<file path="config.mk">
export PLATFORM = sky130hd
export DESIGN_NAME = mdio_scheduler_flat
export DESIGN_NICKNAME = d
export VERILOG_FILES = /design/src/rtl/mdio_scheduler_if.sv /design/src/rtl/mdio_scheduler.sv /design/src/flat_wrapper.sv
export SDC_FILE = /design/constraint.sdc
export NUM_CORES = 1
export LEC_CHECK = 0
export CAP_MARGIN = 20
export CORE_AREA = 2 2 107 109
export DETAILED_ROUTE_END_ITERATION = 10
export DIE_AREA = 0 0 109 111
export MAX_ROUTING_LAYER = met4
export PLACE_DENSITY = 0.78
export SETUP_SLACK_MARGIN = 0.2
export SLEW_MARGIN = 20
export SYNTH_ARGS = -nofsm -noshare
export SYNTH_HDL_FRONTEND = slang
export SYNTH_SLANG_ARGS = --single-unit
export TNS_END_PERCENT = 1
</file>
<file path="constraint.sdc">
create_clock -name clk -period 1.97 [get_ports clk]
set_input_delay 0.2955 -clock clk [delete_from_list [all_inputs] [get_ports clk]]
set_output_delay 0.2955 -clock clk [all_outputs]
set_load 0.02 [all_outputs]
</file>
<file path="src/rtl/mdio_scheduler_if.sv">
// Bus between the MDIO scheduler and the MDIO management controller.
// The scheduler drives start/addr_mode/data; the controller answers with busy and read data.
interface mdio_scheduler_if;
    logic        ctrl_start_o;
    logic [10:0] ctrl_addr_mode_o;
    logic [15:0] ctrl_data_o;
    logic [15:0] ctrl_data_i;
    logic        ctrl_busy_i;

    modport master (
        output ctrl_start_o,
        output ctrl_addr_mode_o,
        output ctrl_data_o,
        input  ctrl_data_i,
        input  ctrl_busy_i
    );

    modport slave (
        input  ctrl_start_o,
        input  ctrl_addr_mode_o,
        input  ctrl_data_o,
        output ctrl_data_i,
        output ctrl_busy_i
    );
endinterface

</file>
<file path="src/rtl/mdio_scheduler.sv">
// Sequences the MDIO controller: PHY reset/init, periodic BMSR link polling,
// and fair sharing of the controller between the poller and one host port.
module mdio_scheduler #(
    parameter logic [4:0]  PHY_ADDR     = 5'h01,
    parameter logic [15:0] INIT_BMCR    = 16'h8000,
    parameter logic [7:0]  INIT_TIMEOUT = 8'd255,
    parameter logic [31:0] POLL_PERIOD  = 32'd1000000
) (
    input  logic                   clk,
    input  logic                   rst,
    input  logic                   host_req_i,
    input  logic                   host_we_i,
    input  logic [4:0]             host_reg_i,
    input  logic [15:0]            host_wdata_i,
    output logic                   host_ack_o,
    output logic [15:0]            host_rdata_o,
    output logic                   link_up_o,
    output logic                   init_done_o,
    output logic                   init_err_o,
    mdio_scheduler_if.master       ctrl
);

    typedef enum logic [2:0] {
        ST_INIT_WR,
        ST_INIT_RD,
        ST_RUN,
        ST_ISSUE,
        ST_WAIT_LAT,
        ST_WAIT_BUSY
    } state_t;

    typedef enum logic [1:0] {
        TX_INIT_WR,
        TX_INIT_RD,
        TX_HOST,
        TX_POLL
    } txn_t;

    state_t      state;
    txn_t        txn;
    logic [4:0]  txn_reg;
    logic        txn_we;
    logic [15:0] txn_wdata;
    logic [31:0] poll_timer;
    logic        poll_pend;
    logic        last_grant_poll;
    logic [7:0]  init_count;

    logic        host_ok;
    logic        grant_host;
    logic        grant_poll;
    logic        poll_expire;

    // The host request is ignored during the ack cycle, so a held request is
    // never granted twice; on contention the side not served last wins.
    always_comb begin
        host_ok     = host_req_i && !host_ack_o;
        poll_expire = init_done_o && (poll_timer == 32'd0);
        grant_host  = 1'b0;
        grant_poll  = 1'b0;
        if (host_ok && poll_pend) begin
            grant_host = last_grant_poll;
            grant_poll = !last_grant_poll;
        end else begin
            grant_host = host_ok;
            grant_poll = poll_pend;
        end
    end

    always_ff @(posedge clk) begin
        if (rst) begin
            poll_timer <= POLL_PERIOD - 32'd1;
        end else if (init_done_o) begin
            if (poll_timer == 32'd0) begin
                poll_timer <= POLL_PERIOD - 32'd1;
            end else begin
                poll_timer <= poll_timer - 32'd1;
            end
        end
    end

    always_ff @(posedge clk) begin
        if (rst) begin
            state                 <= ST_INIT_WR;
            txn                   <= TX_INIT_WR;
            txn_reg               <= 5'd0;
            txn_we                <= 1'b0;
            txn_wdata             <= 16'd0;
            poll_pend             <= 1'b0;
            last_grant_poll       <= 1'b1;
            init_count            <= 8'd0;
            host_ack_o            <= 1'b0;
            host_rdata_o          <= 16'd0;
            link_up_o             <= 1'b0;
            init_done_o           <= 1'b0;
            init_err_o            <= 1'b0;
            ctrl.ctrl_start_o     <= 1'b0;
            ctrl.ctrl_addr_mode_o <= 11'd0;
            ctrl.ctrl_data_o      <= 16'd0;
        end else begin
            host_ack_o        <= 1'b0;
            ctrl.ctrl_start_o <= 1'b0;
            case (state)
                ST_INIT_WR: begin
                    txn       <= TX_INIT_WR;
                    txn_reg   <= 5'd0;
                    txn_we    <= 1'b1;
                    txn_wdata <= INIT_BMCR;
                    state     <= ST_ISSUE;
                end
                ST_INIT_RD: begin
                    txn     <= TX_INIT_RD;
                    txn_reg <= 5'd0;
                    txn_we  <= 1'b0;
                    state   <= ST_ISSUE;
                end
                ST_RUN: begin
                    if (grant_host) begin
                        txn             <= TX_HOST;
                        txn_reg         <= host_reg_i;
                        txn_we          <= host_we_i;
                        txn_wdata       <= host_wdata_i;
                        last_grant_poll <= 1'b0;
                        state           <= ST_ISSUE;
                    end else if (grant_poll) begin
                        txn             <= TX_POLL;
                        txn_reg         <= 5'd1;
                        txn_we          <= 1'b0;
                        last_grant_poll <= 1'b1;
                        poll_pend       <= 1'b0;
                        state           <= ST_ISSUE;
                    end
                end
                // Waiting for idle here also covers a controller still busy
                // with a transaction that was cut off by reset.
                ST_ISSUE: begin
                    if (!ctrl.ctrl_busy_i) begin
                        ctrl.ctrl_start_o     <= 1'b1;
                        ctrl.ctrl_addr_mode_o <= {PHY_ADDR, txn_reg, txn_we};
                        if (txn_we) begin
                            ctrl.ctrl_data_o <= txn_wdata;
                        end
                        state <= ST_WAIT_LAT;
                    end
                end
                ST_WAIT_LAT: begin
                    state <= ST_WAIT_BUSY;
                end
                ST_WAIT_BUSY: begin
                    if (!ctrl.ctrl_busy_i) begin
                        state <= ST_RUN;
                        case (txn)
                            TX_INIT_WR: begin
                                state <= ST_INIT_RD;
                            end
                            TX_INIT_RD: begin
                                init_count <= init_count + 8'd1;
                                if (!ctrl.ctrl_data_i[15]) begin
                                    init_done_o <= 1'b1;
                                end else if (init_count + 8'd1 == INIT_TIMEOUT) begin
                                    init_done_o <= 1'b1;
                                    init_err_o  <= 1'b1;
                                end else begin
                                    state <= ST_INIT_RD;
                                end
                            end
                            TX_HOST: begin
                                host_ack_o <= 1'b1;
                                if (!txn_we) begin
                                    host_rdata_o <= ctrl.ctrl_data_i;
                                end
                            end
                            TX_POLL: begin
                                link_up_o <= ctrl.ctrl_data_i[2];
                            end
                        endcase
                    end
                end
                default: begin
                    state <= ST_INIT_WR;
                end
            endcase
            // A timer expiry wins over a same-cycle grant; only one poll is ever pending.
            if (poll_expire) begin
                poll_pend <= 1'b1;
            end
        end
    end

endmodule
</file>
<file path="src/flat_wrapper.sv">
// flat-port wrapper written by rule: the top's interface ports become plain ports
module mdio_scheduler_flat 
#(
    parameter logic [4:0]  PHY_ADDR     = 5'h01,
    parameter logic [15:0] INIT_BMCR    = 16'h8000,
    parameter logic [7:0]  INIT_TIMEOUT = 8'd255,
    parameter logic [31:0] POLL_PERIOD  = 32'd1000000
)
  (clk, rst, host_req_i, host_we_i, host_reg_i, host_wdata_i, host_ack_o, host_rdata_o, link_up_o, init_done_o, init_err_o, ctrl_ctrl_start_o, ctrl_ctrl_addr_mode_o, ctrl_ctrl_data_o, ctrl_ctrl_data_i, ctrl_ctrl_busy_i);
  mdio_scheduler_if ctrl_i ();
  input  logic clk;
  input  logic rst;
  input  logic host_req_i;
  input  logic host_we_i;
  input  logic [4:0] host_reg_i;
  input  logic [15:0] host_wdata_i;
  output logic host_ack_o;
  output logic [15:0] host_rdata_o;
  output logic link_up_o;
  output logic init_done_o;
  output logic init_err_o;
  output wire logic [$bits(ctrl_i.ctrl_start_o)-1:0] ctrl_ctrl_start_o;
  output wire logic [$bits(ctrl_i.ctrl_addr_mode_o)-1:0] ctrl_ctrl_addr_mode_o;
  output wire logic [$bits(ctrl_i.ctrl_data_o)-1:0] ctrl_ctrl_data_o;
  input wire logic [$bits(ctrl_i.ctrl_data_i)-1:0] ctrl_ctrl_data_i;
  input wire logic [$bits(ctrl_i.ctrl_busy_i)-1:0] ctrl_ctrl_busy_i;
  assign ctrl_ctrl_start_o = ctrl_i.ctrl_start_o;
  assign ctrl_ctrl_addr_mode_o = ctrl_i.ctrl_addr_mode_o;
  assign ctrl_ctrl_data_o = ctrl_i.ctrl_data_o;
  assign ctrl_i.ctrl_data_i = ctrl_ctrl_data_i;
  assign ctrl_i.ctrl_busy_i = ctrl_ctrl_busy_i;
  mdio_scheduler #(.PHY_ADDR(PHY_ADDR), .INIT_BMCR(INIT_BMCR), .INIT_TIMEOUT(INIT_TIMEOUT), .POLL_PERIOD(POLL_PERIOD)) u_core (.clk(clk), .rst(rst), .host_req_i(host_req_i), .host_we_i(host_we_i), .host_reg_i(host_reg_i), .host_wdata_i(host_wdata_i), .host_ack_o(host_ack_o), .host_rdata_o(host_rdata_o), .link_up_o(link_up_o), .init_done_o(init_done_o), .init_err_o(init_err_o), .ctrl(ctrl_i));
endmodule
</file>
# Word-level counts from Yosys, hierarchy flattened
# Cells that the tools add are included.
[classes]
add_sub_neg = 2
eq_ne = 15
mux = 31
bitwise = 4
n_reduce_logical = 30
[op_table]
columns = ["cell", "count"]
rows = [
  ["32-bit zero test", 1],
  ["32-bit two-way mux", 1],
  ["16-bit one-hot mux with 2 select lines", 1],
  ["32-bit by 1-bit subtractor with 32-bit output (second input constant)", 1],
  ["16-bit two-way mux", 1],
  ["3-bit two-way mux", 5],
  ["3-bit one-hot mux with 5 select lines", 1],
  ["3-bit AND reduction", 5],
  ["1-bit two-way mux", 13],
  ["5-bit two-way mux", 2],
  ["5-bit one-hot mux with 2 select lines", 1],
  ["2-bit AND reduction", 5],
  ["2-bit nonzero test", 5],
  ["8-bit by 1-bit adder with 8-bit output (second input constant)", 1],
  ["8-bit == test (second input constant)", 1],
  ["4-bit AND reduction", 2],
  ["3-bit by 2-bit == test with 1-bit output (second input constant)", 2],
  ["3-bit == test (second input constant)", 2],
  ["2-bit two-way mux", 3],
  ["2-bit inequality test (second input constant)", 3],
  ["2-bit one-hot mux with 3 select lines", 1],
  ["3-bit one-hot mux with 2 select lines", 1],
  ["5-bit AND reduction", 1],
  ["2-bit == test (second input constant)", 2],
  ["other kinds (13)", 21],
]
[word_totals]
register_bits = 113
output_inout_bits = 48
wordCells = 99

# Depth between registers and ports, before layout
[logic_depth]
depth_word = 8
ltp_mapped = 9
ltp_nobuf = 7

# Worst setup path before layout
# OpenSTA, ideal clock, no wires.
[synth_path]
path_type = "reg-to-reg"
from = "register u_core.init_done_o"
to = "register u_core.poll_timer[6]"
setup_time_ns = 0.115
t_arrival_ns = 1.829
required_time_ns = 1.855
slack_ns = 0.026
stages_incl_launch_ff = 8
path_buffers = 2
synth_period_minus_slack_ns = 1.944
cell_sequence = "dfxtp_1 or4b_4 nor3b_2 nand4_2 nand2b_1 buf_6 buf_12 nor2_2"
[synth_rtl]
columns = ["element", "line", "source"]
rows = [
  ["start: declaration", "mdio_scheduler.sv:18", "output logic init_done_o,"],
  ["start signal: assignment", "mdio_scheduler.sv:95", "init_done_o <= 1'b0;"],
  ["start signal: assignment", "mdio_scheduler.sv:159", "init_done_o <= 1'b1;"],
  ["start signal: assignment", "mdio_scheduler.sv:161", "init_done_o <= 1'b1;"],
  ["end signal: assignment", "mdio_scheduler.sv:72", "poll_timer <= POLL_PERIOD - 32'd1;"],
  ["end signal: assignment", "mdio_scheduler.sv:75", "poll_timer <= POLL_PERIOD - 32'd1;"],
  ["end signal: assignment", "mdio_scheduler.sv:77", "poll_timer <= poll_timer - 32'd1;"],
  ["end: declaration", "mdio_scheduler.sv:44", "logic [31:0] poll_timer;"],
]

# Final worst setup path
[layout_path]
from = "register u_core.poll_timer[18]"
to = "register u_core.poll_timer[22]"
[layout_between]
elab_chain_len = 2
[layout_lines]
columns = ["element", "line", "source"]
rows = [
  ["32-bit by 1-bit subtractor with 32-bit output / 32-bit zero test (equally long branches)", "mdio_scheduler.sv:77, mdio_scheduler.sv:74", ""],
  ["32-bit two-way mux (*)", "mdio_scheduler.sv:74", "if (poll_timer == 32'd0) begin"],
]
# Mark *: on every way between the ends. The rest lies on a longest branch, timed or not.
# A chain may end at the register's enable or synchronous reset.

==> parameters.txt <==
Parameter                              Value

Place
  RePlAce Congestion ... 0.807
  Dpl cell area ... 0.00599 mm^2
  Total half-perimeter wirelength after legalization and detailed placement ... 7640 um
  Buffers on Ports ... 85

Worst setup path
  Category of the most critical setup path ... reg -> reg
  Endpoint of the lowest-slack register-to-register path ... u_core.poll_timer[22]
  Largest stage delay, worst path ... 0.58 ns
  Number of buffers and inverters on the critical path ... 1
  Length in cells of the worst reg-to-reg path ... 6
  Flop2flop setup slack ... 0.09 ns
  CP Data Required Time ... 2.30 ns
  Highest net fanout along the worst path ... 4
  Reg-to-reg startpoint ... u_core.poll_timer[18]
  Worst path top cell family by delay ... simple AND/OR/NAND/NOR gates
  Cell type of the slowest stage on the worst timing path ... or4_4
  Arrival @ worst endpoint ... 2.22 ns
  Worst setup SP type ... flip-flop
  Cell breakdown of the critical path ... or4_4 -> nor2_4 -> buf_4 -> nand3_1 -> or3_1 -> a21oi_2
  Critical Path Sink Type ... flip-flop

Finish
  Register with the most flip-flops ... u_core.poll_timer
  Area added between synthesis and finish ... 40.2%
  Most common library cell in the layout ignoring fill and taps ... dfxtp_1
  Largest register FFs ... 32
  N_diodes ... 0
  Share of layout cells above drive strength 1 ... 0.193
  Final core utilization ... 0.608
  Final-stage net count ... 702
  Final design area excluding fillers ... 0.00674 mm^2
  Most frequent cells in the layout ... dfxtp_1, clkdlybuf4s50_1, nand2_1

STA
  RSZ-0062 raised after global routing ... true
  Worst slew margin relative to its limit ... 0.537
  F_max ... 531 MHz
  Tightest Pin Transition ... 0.695 ns
  Final hold violation count ... 0
  Final Slew Violations ... 0
  Largest clock skew in the final design ... 0.0150 ns
  Endpoints failing setup ... 0
  Fraction of the cycle the final worst path needs ... 0.956
  Minimum hold slack ... 0.426 ns
  Clock period minus worst slack ... 1.88 ns

Status
  Outcome ... complete, no violations

Drt
  DRC Markers ... 0
  DR iter-0 viols ... 209
  Via-to-Cell Ratio ... 5.24
  Via count ... 4,253
  Router iterations before antenna repair ... 7
  Routed WL per cell ... 14.3 um
  Antenna Violating Nets Remaining ... 0
  Total routed wirelength ... 11,600 um

Yosys
  Area of the mapped netlist ... 0.00480 mm^2
  Top_reg_cell synth ... dfxtp_1
  Share of flip-flops with an asynchronous set or reset ... 0
  Register area share after synthesis ... 0.471
  Distinct cell type count of the synthesized netlist ... 57
  Synthesis Warnings ... 0
  EDFF count, synth ... 0
  Gate count of the mapped netlist ... 546
  #FFs+latches synth ... 113
  Synthesized area per cell ... 8.80 um^2

Die
  Core Box Area ... 0.0111 mm^2
  Total Die Area ... 0.0121 mm^2
  Chip height ... 111 um
  Number of placement rows ... 39
  Top Ports ... 90
  Initial Util ... 0.434
  Width of the die ... 109 um

Pwr
  Clock share of power ... 0.533
  Fraction of power consumed by combinational cells ... 0.058
  Areal power density over the cells ... 853 mW/mm^2
  Final Total Pwr ... 0.00575 W
  Seq pwr share ... 0.409
  Switching portion of total power ... 0.239
  Reported net switching power ... 0.00137 W
  Max VDD drop ... 0.682 mV
  Reported leakage power ... 2.43 nW
  Cell Int Power ... 0.00437 W

Min path
  Min-Delay Path Depth ... 2
  Hold WC Path Type ... in -> reg
  Critical hold path startpoint ... rst
  End point of the worst hold path ... u_core.poll_timer[30]

Clock network
  Cell chosen for the clock root ... clkbuf_16
  Clock insertion delay at the later pin of the skew report ... 0.41 ns
  Clock-pin slew on the worst setup and hold paths ... 0.06 ns
  Num CTS Buffers ... 17
  CTS tree ... done
  Clock sinks ... 113
  Number of H-tree branching levels ... 4
  Maximum clock insertion buffer count ... 2

Global route
  Largest net degree at the start of global routing ... 55
  Met1 Use GR ... 0.234
  Met2 layer usage reported by global route ... 0.325
  Initial antenna violation count ... 0
  Routing usage on met3 ... 0.0629
  GRT Util Overall ... 0.201
  Vias in the first global route ... 4,181
  Peak-usage layer in the global routing report ... met2
  Overflow left after global routing ... 0
  Wire length of the first global-routing pass ... 18,900 um

Job
  Max Cap Viol ... 0
[routing by layer]
metal	share of wire	vias to the layer above	routed length (um)
li1	-	2082	-
met1	0.42	2049	4920
met2	0.51	103	5920
met3	0.048	19	556
met4	0.017	0	199
met5	0	-	0
[worst register-to-register path: cells and delay by family (launching register included)]
family,cells,cell delay (ns)
AO/OA/AOI/OAI,1,0.14
buffers and inverters,1,0.14
flip-flops,1,0.36
AND/OR/NAND/NOR,4,1.16
[power by group through the flow]
stage                     logic (W)  clock network [W]  registers (W)
after floorplan            0.000185                  0        0.00239
after global placement     0.000311                  0        0.00240
after detailed placement   0.000322                  0        0.00240
after CTS                  0.000324            0.00311        0.00235
after global routing       0.000362            0.00321        0.00235
final                      0.000332            0.00306        0.00235
[cell usage after synthesis, types with 3 or more instances]
library cell	instances	area (um^2)
a211oi_1	3	22.5
a21oi_1	45	225
a22oi_1	5	37.5
buf_2	9	45.0
buf_4	6	45.0
clkbuf_1	20	75.1
dfxtp_1	113	2260
ha_1	4	50.1
inv_1	6	22.5
mux2i_1	18	180
nand2_1	87	327
nand2b_1	4	25.0
nand3_1	23	115
nand3b_1	7	52.6
nand4_1	12	75.1
nand4b_1	4	35.0
nor2_1	62	233
nor2_2	10	62.6
nor2b_1	7	43.8
nor3_1	8	40.0
nor4_1	4	25.0
o21ai_0	7	35.0
or3_1	4	25.0
xnor2_1	8	70.1
xor2_1	26	228
[worst max path at each step]
stage | startpoint | cells past startpoint | slack, ns | to
after global routing | u_core.poll_timer[9] | 7 | -0.04 | u_core.poll_timer[27]
after detailed placement | host_req_i | 5 | 0.1 | u_core.txn_wdata[15]
final | u_core.poll_timer[18] | 6 | 0.09 | u_core.poll_timer[22]
after global placement | host_req_i | 5 | 0.13 | u_core.txn_wdata[15]
after floorplan | u_core.state[0] | 8 | 0.19 | u_core.host_rdata_o[10]
after CTS | u_core.poll_timer[24] | 6 | 0.1 | u_core.poll_timer[4]
[repair_timing]
item	4_1_cts	5_1_grt
setup buffers	2	0
gates cloned	0	0
hold endpoints to repair	0	0
gates resized for setup	5	37
setup endpoints to repair	34	57
hold buffers	0	0
pin swaps	4	18
[area by class of cell]
cell class,count,area (um^2)
Clock buffer,17,425
Inverter,6,22.5
Multi-Input combinational cell,393,2440
Sequential cell,113,2280
Tap cell,143,179
Clock inverter,15,171
Fill cell,876,4340
Timing Repair Buffer,125,1220
[logic make-up after synthesis]
logic type,after synthesis,share of synthesized area
other cells,1,0.000781
fa+ha+maj,4,0.0104
flops,113,0.471
xor+xnor,34,0.0620
buf+inv,43,0.0456
simple gates,256,0.278
mux,18,0.0375
compound gates,77,0.0951
[stage by stage]
step                      std cells  TNS (ns)  setup slack [ns]
final                           812         0            0.0862
after global routing            812   -0.0351           -0.0351
after floorplan                 549         0             0.193
after global placement          778         0             0.134
after CTS                       812         0            0.0992
after detailed placement        778         0            0.0984
(Power assumes the default switching activity.)
